==> src/rtl/redirect_route_ctrl.sv <==
`default_nettype none
// ============================================================================
// Module      : redirect_route_ctrl
// Description : Turns per-target-port redirect requests into per-initiator
//               route overrides for the AXI crossbar. An override is written
//               only after the affected initiator has been quiesced.
// Revision    : 1.0 - initial release
// ----------------------------------------------------------------------------
// Ports
//   clk                  : clock
//   rst_n                : asynchronous active-low reset
//   redirect_valid_i     : per target port, level request (high = redirect on)
//   source_i             : per target port, initiator to redirect (packed)
//   target_i             : per target port, new destination index (packed)
//   quiesce_req_o        : per initiator, stall new AW/AR
//   quiesce_ack_i        : per initiator, stalled and drained
//   route_override_en_o  : per initiator, override active
//   route_override_tgt_o : per initiator, override destination (packed)
//   busy_o               : controller is servicing a request
//   conflict_o           : 1-cycle pulse, an install took another port's entry
//   err_timeout_o        : sticky, a drain timed out or a source was invalid
// ============================================================================
module redirect_route_ctrl #(
    parameter int N_TARG_PORT   = 7,
    parameter int N_INIT_PORT   = 4,
    parameter int LOG_N_INIT    = 2,
    parameter int DRAIN_TIMEOUT = 255
) (
    input  logic                              clk,
    input  logic                              rst_n,
    input  logic [N_TARG_PORT-1:0]            redirect_valid_i,
    input  logic [N_TARG_PORT*LOG_N_INIT-1:0] source_i,
    input  logic [N_TARG_PORT*LOG_N_INIT-1:0] target_i,
    output logic [N_INIT_PORT-1:0]            quiesce_req_o,
    input  logic [N_INIT_PORT-1:0]            quiesce_ack_i,
    output logic [N_INIT_PORT-1:0]            route_override_en_o,
    output logic [N_INIT_PORT*LOG_N_INIT-1:0] route_override_tgt_o,
    output logic                              busy_o,
    output logic                              conflict_o,
    output logic                              err_timeout_o
);

    localparam int c_pw = (N_TARG_PORT > 1) ? $clog2(N_TARG_PORT) : 1;
    localparam int c_tw = $clog2(DRAIN_TIMEOUT + 1);
    localparam logic [c_tw-1:0] c_timeout = c_tw'(DRAIN_TIMEOUT);

    typedef enum logic [1:0] {
        S_IDLE    = 2'd0,
        S_QUIESCE = 2'd1,
        S_COMMIT  = 2'd2
    } state_t;

    state_t                  r_state, w_state_nxt;

    logic [N_TARG_PORT-1:0]  r_valid_q;
    logic [N_TARG_PORT-1:0]  r_inst_pend;
    logic [N_TARG_PORT-1:0]  r_rem_pend;
    logic [LOG_N_INIT-1:0]   r_src_sh [N_TARG_PORT];
    logic [LOG_N_INIT-1:0]   r_tgt_sh [N_TARG_PORT];

    // Operation currently being serviced
    logic                    r_op_inst;
    logic [c_pw-1:0]         r_p;
    logic [LOG_N_INIT-1:0]   r_src;
    logic [LOG_N_INIT-1:0]   r_tgt;
    logic [c_tw-1:0]         r_timer;

    // Route table
    logic [N_INIT_PORT-1:0]  r_en;
    logic [LOG_N_INIT-1:0]   r_tbl_tgt [N_INIT_PORT];
    logic [c_pw-1:0]         r_owner   [N_INIT_PORT];

    logic                    r_conflict;
    logic                    r_err;

    logic                    w_any;
    logic [c_pw-1:0]         w_pick_p;
    logic                    w_pick_inst;
    logic [LOG_N_INIT-1:0]   w_pick_src;
    logic                    w_start;
    logic                    w_discard;
    logic                    w_commit;
    logic                    w_timeout;
    logic                    w_tmr_inc;

    // Lowest pending port wins; descending scan lets the lowest index overwrite.
    // Install is chosen over remove on the same port.
    always_comb begin
        w_any       = 1'b0;
        w_pick_p    = '0;
        w_pick_inst = 1'b0;
        for (int p = N_TARG_PORT - 1; p >= 0; p--) begin
            if (r_inst_pend[p] || r_rem_pend[p]) begin
                w_any       = 1'b1;
                w_pick_p    = c_pw'(p);
                w_pick_inst = r_inst_pend[p];
            end
        end
    end

    assign w_pick_src = r_src_sh[w_pick_p];

    always_ff @(posedge clk or negedge rst_n) begin
        if (!rst_n) r_state <= S_IDLE;
        else        r_state <= w_state_nxt;
    end

    always_comb begin
        w_state_nxt = r_state;
        w_start     = 1'b0;
        w_discard   = 1'b0;
        w_commit    = 1'b0;
        w_timeout   = 1'b0;
        w_tmr_inc   = 1'b0;
        case (r_state)
            S_IDLE: begin
                if (w_any) begin
                    // A source with no initiator behind it is dropped without quiescing
                    if (int'(w_pick_src) >= N_INIT_PORT) begin
                        w_discard = 1'b1;
                    end else begin
                        w_start     = 1'b1;
                        w_state_nxt = S_QUIESCE;
                    end
                end
            end
            S_QUIESCE: begin
                if (quiesce_ack_i[r_src]) begin
                    w_state_nxt = S_COMMIT;
                end else if (r_timer == c_timeout) begin
                    w_timeout   = 1'b1;
                    w_state_nxt = S_IDLE;
                end else begin
                    w_tmr_inc = 1'b1;
                end
            end
            S_COMMIT: begin
                w_commit    = 1'b1;
                w_state_nxt = S_IDLE;
            end
            default: w_state_nxt = S_IDLE;
        endcase
    end

    always_ff @(posedge clk or negedge rst_n) begin
        if (!rst_n) begin
            r_valid_q   <= '0;
            r_inst_pend <= '0;
            r_rem_pend  <= '0;
            r_op_inst   <= 1'b0;
            r_p         <= '0;
            r_src       <= '0;
            r_tgt       <= '0;
            r_timer     <= '0;
            r_en        <= '0;
            r_conflict  <= 1'b0;
            r_err       <= 1'b0;
            for (int p = 0; p < N_TARG_PORT; p++) begin
                r_src_sh[p] <= '0;
                r_tgt_sh[p] <= '0;
            end
            for (int i = 0; i < N_INIT_PORT; i++) begin
                r_tbl_tgt[i] <= '0;
                r_owner[i]   <= '0;
            end
        end else begin
            r_valid_q  <= redirect_valid_i;
            r_conflict <= 1'b0;

            if (w_start || w_discard) begin
                if (w_pick_inst) r_inst_pend[w_pick_p] <= 1'b0;
                else             r_rem_pend[w_pick_p]  <= 1'b0;
            end

            if (w_start) begin
                r_op_inst <= w_pick_inst;
                r_p       <= w_pick_p;
                r_src     <= w_pick_src;
                r_tgt     <= r_tgt_sh[w_pick_p];
                r_timer   <= '0;
            end

            if (w_tmr_inc)              r_timer <= r_timer + 1'b1;
            if (w_discard || w_timeout) r_err   <= 1'b1;

            if (w_commit) begin
                if (r_op_inst) begin
                    r_en[r_src]      <= 1'b1;
                    r_tbl_tgt[r_src] <= r_tgt;
                    r_owner[r_src]   <= r_p;
                    if (r_en[r_src] && (r_owner[r_src] != r_p)) r_conflict <= 1'b1;
                end else if (r_en[r_src] && (r_owner[r_src] == r_p)) begin
                    // Only the owning port may withdraw an entry
                    r_en[r_src] <= 1'b0;
                end
            end

            // Edges are applied after the service clear so a fresh edge is never lost
            for (int p = 0; p < N_TARG_PORT; p++) begin
                if (redirect_valid_i[p] && !r_valid_q[p]) begin
                    r_inst_pend[p] <= 1'b1;
                    r_rem_pend[p]  <= 1'b0;
                    r_src_sh[p]    <= source_i[p*LOG_N_INIT +: LOG_N_INIT];
                    r_tgt_sh[p]    <= target_i[p*LOG_N_INIT +: LOG_N_INIT];
                end else if (!redirect_valid_i[p] && r_valid_q[p]) begin
                    r_rem_pend[p]  <= 1'b1;
                    r_inst_pend[p] <= 1'b0;
                end
            end
        end
    end

    always_comb begin
        quiesce_req_o = '0;
        if (r_state == S_QUIESCE || r_state == S_COMMIT) quiesce_req_o[r_src] = 1'b1;
    end

    generate
        for (genvar i = 0; i < N_INIT_PORT; i++) begin : g_tgt_out
            assign route_override_tgt_o[i*LOG_N_INIT +: LOG_N_INIT] = r_tbl_tgt[i];
        end
    endgenerate

    assign route_override_en_o = r_en;
    assign busy_o              = (r_state != S_IDLE);
    assign conflict_o          = r_conflict;
    assign err_timeout_o       = r_err;

endmodule
`default_nettype wire

==> config.mk <==
export PLATFORM = sky130hd
export DESIGN_NAME = redirect_route_ctrl
export DESIGN_NICKNAME = d
export VERILOG_FILES = /design/src/rtl/redirect_route_ctrl.sv
export SDC_FILE = /design/constraint.sdc
export NUM_CORES = 1
export LEC_CHECK = 0
export ABC_AREA = 1
export CORE_MARGIN = 4
export CORE_UTILIZATION = 55
export CTS_CLUSTER_DIAMETER = 150
export DETAILED_ROUTE_END_ITERATION = 6
export PLACE_DENSITY = 0.79
export SETUP_SLACK_MARGIN = 0.2
export SYNTH_ARGS = -nofsm -noshare
export SYNTH_HDL_FRONTEND = slang
export SYNTH_SLANG_ARGS = --single-unit
==> constraint.sdc <==
create_clock -name clk -period 1.8 [get_ports clk]
set_clock_uncertainty 0.2 [all_clocks]
set_input_delay 0.18 -clock clk [delete_from_list [all_inputs] [get_ports clk]]
set_output_delay 0.18 -clock clk [all_outputs]
set_load 0.05 [all_outputs]
======== After elaboration in Yosys (flattened, before gate mapping) ========
Index checks and enable logic that the tools add are counted.
word-level totals
  memories ................................ 0
  output and inout port bits .............. 19
  latch bits .............................. 0
  input port bits ......................... 41
  memory bits (read-only) ................. 0
  bits in writable memories ............... 0
  bits in registers ....................... 93
  logic and storage cells ................. 249
cells by class
  divide/modulo/power cells ............... 0
  equality and inequality tests ........... 14
  mux-type cells .......................... 97
  multiply operators ...................... 0
  magnitude comparators ................... 7
  shift-type cells ........................ 0
  add/sub/neg operators ................... 1
  reduce and logical (&&, ||, !) cells .... 76
  bitwise operators ....................... 8
operators with widths
  cell                   count
  $mux W1                58
  $reduce_bool A3 Y1     14
  $reduce_and A2 Y1      17
  $mux W3                10
  $mux W7                4
  $ne A3 B1 Y1 const B   7
  $logic_and A1 B1 Y1    19
  $mux W2                8
  $mux W8                2
  $and A7 B7 Y7          2
  $logic_not A1 Y1       14
  $bmux W2 S3            2
  $bwmux W12             1
  $mux W4                3
  $add A8 B1 Y8 const B  1
  $bwmux W8              1
  $eq A8 B8 Y1 const B   1
  $logic_or A1 B1 Y1     8
  $not A7 Y7             1
  $bmux W3 S2            1
  $demux W3 S2           1
  $reduce_bool A2 Y1     3
  $and A4 B4 Y4          1
  $bmux W1 S2            2
  other kinds (22)       22

======== Logic depth before layout (Yosys ltp) ========
  depth after elaboration ................. 18
  gate-level depth with buffers ........... 13
  gate-level depth less buffers ........... 13

======== Least setup slack after synthesis ========
Ideal clock, no wire load.
  kind .................................... flip-flop to output port
  start ................................... reg r_state[0]
  end ..................................... out quiesce_req_o[0]
  required time ........................... 1.420 ns
  cell stages (with the launch flop) ...... 5
  path buffers ............................ 0
  data arrival time ....................... 1.771 ns
  setup slack ............................. -0.351 ns
  path through ............................ dfrtp_1 > inv_1 > ha_1 > inv_1 > nor3_1
between the ends
  cells in the longest elaborated chain, start to end .. 3
  elaborated cells between the ends (all ways) .. 4
  classes of those cells .................. eq/ne: 2; mux: 1; reduce/logical: 1
RTL lines
  item                                          RTL line  source
  start: declaration                            53        state_t r_state, w_state_nxt;
  start signal: assignment                      105       else r_state <= w_state_nxt;
  $eq A2 B1 Y1 or $eq A2 B2 Y1 (tied branches)  215       if (r_state == S_QUIESCE || r_state == S_COMMIT) quiesce_req_o[r_src] = 1'b1;
  $logic_or A1 B1 Y1 (*)                        215
  $mux W4 (*)                                   215
  end: declaration                              34        output logic [N_INIT_PORT-1:0] quiesce_req_o,
Every way passes the cells marked *; elsewhere a longest branch is shown, timed or not.

======== Worst setup path in the final report ========
  start ................................... reg r_rem_pend[2]
  end ..................................... reg r_src[0]
between the ends
  cells in the longest elaborated chain, start to end .. 8
  elaborated cells between the ends (all ways) .. 13
  classes of those cells .................. mux: 11; bitwise: 1; reduce/logical: 1
RTL lines
  item                                        RTL line  source
  start: declaration                          57        logic [N_TARG_PORT-1:0] r_rem_pend;
  start signal: assignment                    149       r_rem_pend <= '0;
  start signal: indexed assignment            172       else r_rem_pend[w_pick_p] <= 1'b0;
  start signal: indexed assignment            202       r_rem_pend[p] <= 1'b0;
  $logic_or A1 B1 Y1 (*)                      93        if (r_inst_pend[p] || r_rem_pend[p]) begin
  $mux W3 (3 in a row)                        93
  $not A3 Y4 (not written as such)            101       assign w_pick_src = r_src_sh[w_pick_p];
  $bmux W2 S3                                 101
  $mux W2 (not written as such) (2 in a row)  101
  end signal: assignment                      178       r_src <= w_pick_src;
  end: declaration                            64        logic [LOG_N_INIT-1:0] r_src;
Every way passes the cells marked *; elsewhere a longest branch is shown, timed or not. The select of a mux whose other input is x is not followed.
A chain may end at the register's enable or synchronous reset.

==> impl_metrics.env <==
export IMPL_status="finished, violations left"
export IMPL_violations="setup timing"
export IMPL_die_h_um=100.2
export IMPL_holdPathStages=1
export IMPL_synth_distinct_cells=34
export IMPL_numCtsBuffers=9
export IMPL_nNetsFinal=786
export IMPL_portBuffers=59
export IMPL_syn_area_um2=4677
export IMPL_track_usage=0.2597
export IMPL_worstRegToRegCells=11
export IMPL_p_leak_nw=3.434
export IMPL_grt_start_max_net_pins=94
export IMPL_antenna_found_initial=0
export IMPL_final_cell_area_um2=6893
export IMPL_cts_path_max_buffers=2
export IMPL_netlist_instances=599
export IMPL_cp_max_fo=5
export IMPL_crit_family="simple AND/OR/NAND/NOR gates"
export IMPL_final_core_util=0.8347
export IMPL_hold_path_class="in2reg"
export IMPL_area_growth_pct=47.38
export IMPL_p_total_w=0.01064
export IMPL_dpl_worst_slack_ps=-136.8
export IMPL_drc=0
export IMPL_cts_tree="yes"
export IMPL_fin_crit_ps=1958
export IMPL_required_ps=1920
export IMPL_fmax_mhz=510.6
export IMPL_r2r_slack_ps=-160
export IMPL_routed_wirelength_um=14160
export IMPL_critPathMaxStageDelay_ps=420
export IMPL_worstSetupStartpointType="flip-flop"
export IMPL_cts_sinks=93
export IMPL_synth_seq_cells=93
export IMPL_synth_top_area_frac=0.4976
export IMPL_ant_nets=0
export IMPL_synthTopCellsByArea="dfrtp_1 (50%), nand2_1 (19%), inv_1 (5.5%), nand3_1 (5.0%), o21ai_0 (3.1%)"
export IMPL_r2r_start="r_rem_pend[2]$_DFFE_PN0P_"
export IMPL_fin_crit_sh=1.088
export IMPL_cp_common_cell="nand2_1"
export IMPL_dp_cells=791
export IMPL_wl_per_cell_um=16.64
export IMPL_synthesis_nets=644
export IMPL_via_per_inst=5.498
export IMPL_final_cells=851
export IMPL_drive_above_1_share=0.3512
export IMPL_post_dp_cell_area_um2=5806
export IMPL_cpMaxStageDelayCell="dfrtp_1"
export IMPL_vias=4679
export IMPL_drt_iter0_markers=308
export IMPL_clk_latency_ps=380
export IMPL_maxCapViolCount=0
export IMPL_grt_pass1_vias=4387
export IMPL_synth_warnings=0
export IMPL_slew_viol_final=0
export IMPL_p_per_area_nw_per_um2=1544
export IMPL_cp_cell_sequence="nor2_4, nand2_4, nor2_4, nand2_4, nor2_4, nand2_2, o211ai_1, nand2_1, nand2_1, nand2_1, nand2_1"
export IMPL_yosysTopAreaCell="dfrtp_1"
export IMPL_arrival_ps=2070
export IMPL_drtPass1Iterations=5
export IMPL_grt_pass1_wl_um=20800
export IMPL_start_util=0.5664
export IMPL_dieArea_um2=10040
export IMPL_layout_setup_ws_ps=-158.4
export IMPL_min_from="redirect_valid_i[5]"
export IMPL_slew_headroom=0.6704
export IMPL_peakVddDrop_uv=773.4
export IMPL_place_hpwl_um=8312
export IMPL_crit_buf_inv=0
export IMPL_ys_seq_area_frac=0.4976
export IMPL_htree_levels=3
export IMPL_die_w_um=100.2
export IMPL_r2r_end="r_src[0]$_DFFE_PN0P_"
export IMPL_ios=60
export IMPL_finalHoldViolations=0
export IMPL_path_clk_slew_ps=110
export IMPL_rows=33
export IMPL_grt_ovfl_total=0
export IMPL_synth_avg_cell_area_um2=7.808
export IMPL_endpoint_kind="flip-flop"
export IMPL_worstSetupPathType="reg2reg"
export IMPL_hold_end="r_valid_q[5]$_DFF_PN0_"
export IMPL_setup_viol=36
export IMPL_tightest_slew_ps=494.5
export IMPL_cts_root_buffer="clkbuf_8"
export IMPL_gp_routability_congestion=0.8915
export IMPL_rsz0062_at_grt="yes"
export IMPL_core_um2=8258
export IMPL_n_antenna_cell=0
-- worst register-to-register path, cell delays in order, from the launching register on --
cell and delay [ps]:
dfrtp_1 420, nor2_4 180, nand2_4 100, nor2_4 180, nand2_4 90, nor2_4 200, nand2_2 80, o211ai_1 140
nand2_1 100, nand2_1 80, nand2_1 70, nand2_1 60
-- metrics by stage --
stage | hold slack, ps | TNS [ps]
after global placement | 59.96 | -71.60
after CTS | 67.53 | -503.3
after detailed placement | 68.88 | -1302
after global routing | 73.64 | -5922
after floorplan | -315.6 | 0
final | 62.36 | -2825
-- cell families (layout without fill, tap and decap cells) --
kind of cell               after synthesis  in the layout  share of synthesized area
DFF                                     93             93                     0.4976
xor gates and xnor gates                 6              6                    0.01284
and+or+nand+nor                        350            353                     0.3226
buffers and inverters                   84            228                    0.07624
adders and majority gates                4              4                    0.01070
AOI/OAI and AO/OA                       62             62                    0.07999
-- how the worst max path moves through the flow --
stage	startpoint	endpoint	slack, ps	cells after the start
floorplan	r_state[0]$_DFFE_PN0P_	quiesce_req_o[1]	30	4
global placement	r_rem_pend[4]$_DFFE_PN0P_	r_tgt[1]$_DFFE_PN0P_	-40	12
detailed placement	r_timer[0]$_DFFE_PN0P_	r_timer[1]$_DFFE_PN0P_	-140	10
CTS	r_state[1]$_DFFE_PN0P_	quiesce_req_o[0]	-60	5
global route	r_inst_pend[5]$_DFFE_PN0P_	r_src[0]$_DFFE_PN0P_	-290	11
finish	r_rem_pend[2]$_DFFE_PN0P_	r_src[0]$_DFFE_PN0P_	-160	11
-- cells in the final DEF (no fill, tap or decap), types with 6 or more instances in the layout --
master,count
nand2_2,30
nand3_2,25
nand3_4,7
nor2_4,20
clkdlybuf4s50_1,39
nand2_4,17
inv_2,7
o21ai_1,9
o21ai_2,7
nand2_1,199
buf_4,76
o21ai_0,18
buf_12,6
clkbuf_8,9
dfrtp_1,90
nand3_1,19
nor2_1,23
buf_6,15
inv_1,56
-- where the power goes --
group / switching, W / leakage (nW) / total, W / internal, W
Combinational: 0.00359 / 2.14 / 0.00600 / 0.00241
Sequential: 0.000482 / 1.19 / 0.00309 / 0.00261
Clock: 0.000865 / 0.110 / 0.00155 / 0.000682
-- state kept, by name (all words and copies together), names as in the netlist, named ones only --
signal / count
conflict_o: 1
err_timeout_o: 1
r_inst_pend: 7
r_op_inst: 1
r_owner: 12
r_p: 3
r_rem_pend: 7
r_src: 2
r_src_sh: 14
r_state: 2
r_tgt: 2
r_tgt_sh: 14
r_timer: 8
r_valid_q: 7
route_override_tgt_o: 8
-- cells in the mapped netlist --
master    count
nand3_1      47
o21ai_2       1
nand2_2       7
o2111a_1      1
clkbuf_8      1
nand4_1       5
nand2_1     236
clkinv_2      1
clkbuf_1      4
o31ai_1       6
nor4_1        1
inv_2         5
nor2_4        5
xor2_1        4
a22oi_1       7
inv_1        68
a31o_2        1
ha_1          4
buf_4         2
xnor2_1       1
nand3_2       2
buf_6         3
nand2_4       3
nor2_1       30
o21ai_1       6
nor3_1        3
o21ai_0      29
a21boi_0      1
o22ai_1       5
dfrtp_1      93
nor2_2       11
o211ai_1      2
a31oi_1       3
xor2_2        1
-- layout make-up --
class                           instances  area (um2)
Clock buffer                            9       123.9
Multi-Input combinational cell        425        2619
Inverter                               74       330.3
Timing Repair Buffer                  137        1260
Tap cell                              105       131.4
Fill cell                             463        1365
Timing Repair inverter                  1       7.507
Clock inverter                          7       90.09
Sequential cell                        93        2331
-- metal layers --
layer | global-route usage | share of wire | up-vias
met5 | 0 | 0 | -
met4 | 0.09948 | 0.031 | 0
met3 | 0.03405 | 0.067 | 45
met2 | 0.4434 | 0.52 | 235
met1 | 0.3367 | 0.38 | 2205
li1 | - | - | 2194
-- what timing repair did --
action                                  in CTS  in global routing
pin swaps                                   51                 41
setup buffers                               24                 15
endpoints found under the setup margin      60                 63
endpoints found under the hold margin       93                  0
gates cloned                                 2                  2
hold buffers                                 1                  0
gates resized for setup                     74                 81
Note: power is estimated with default switching activity, not from simulation.
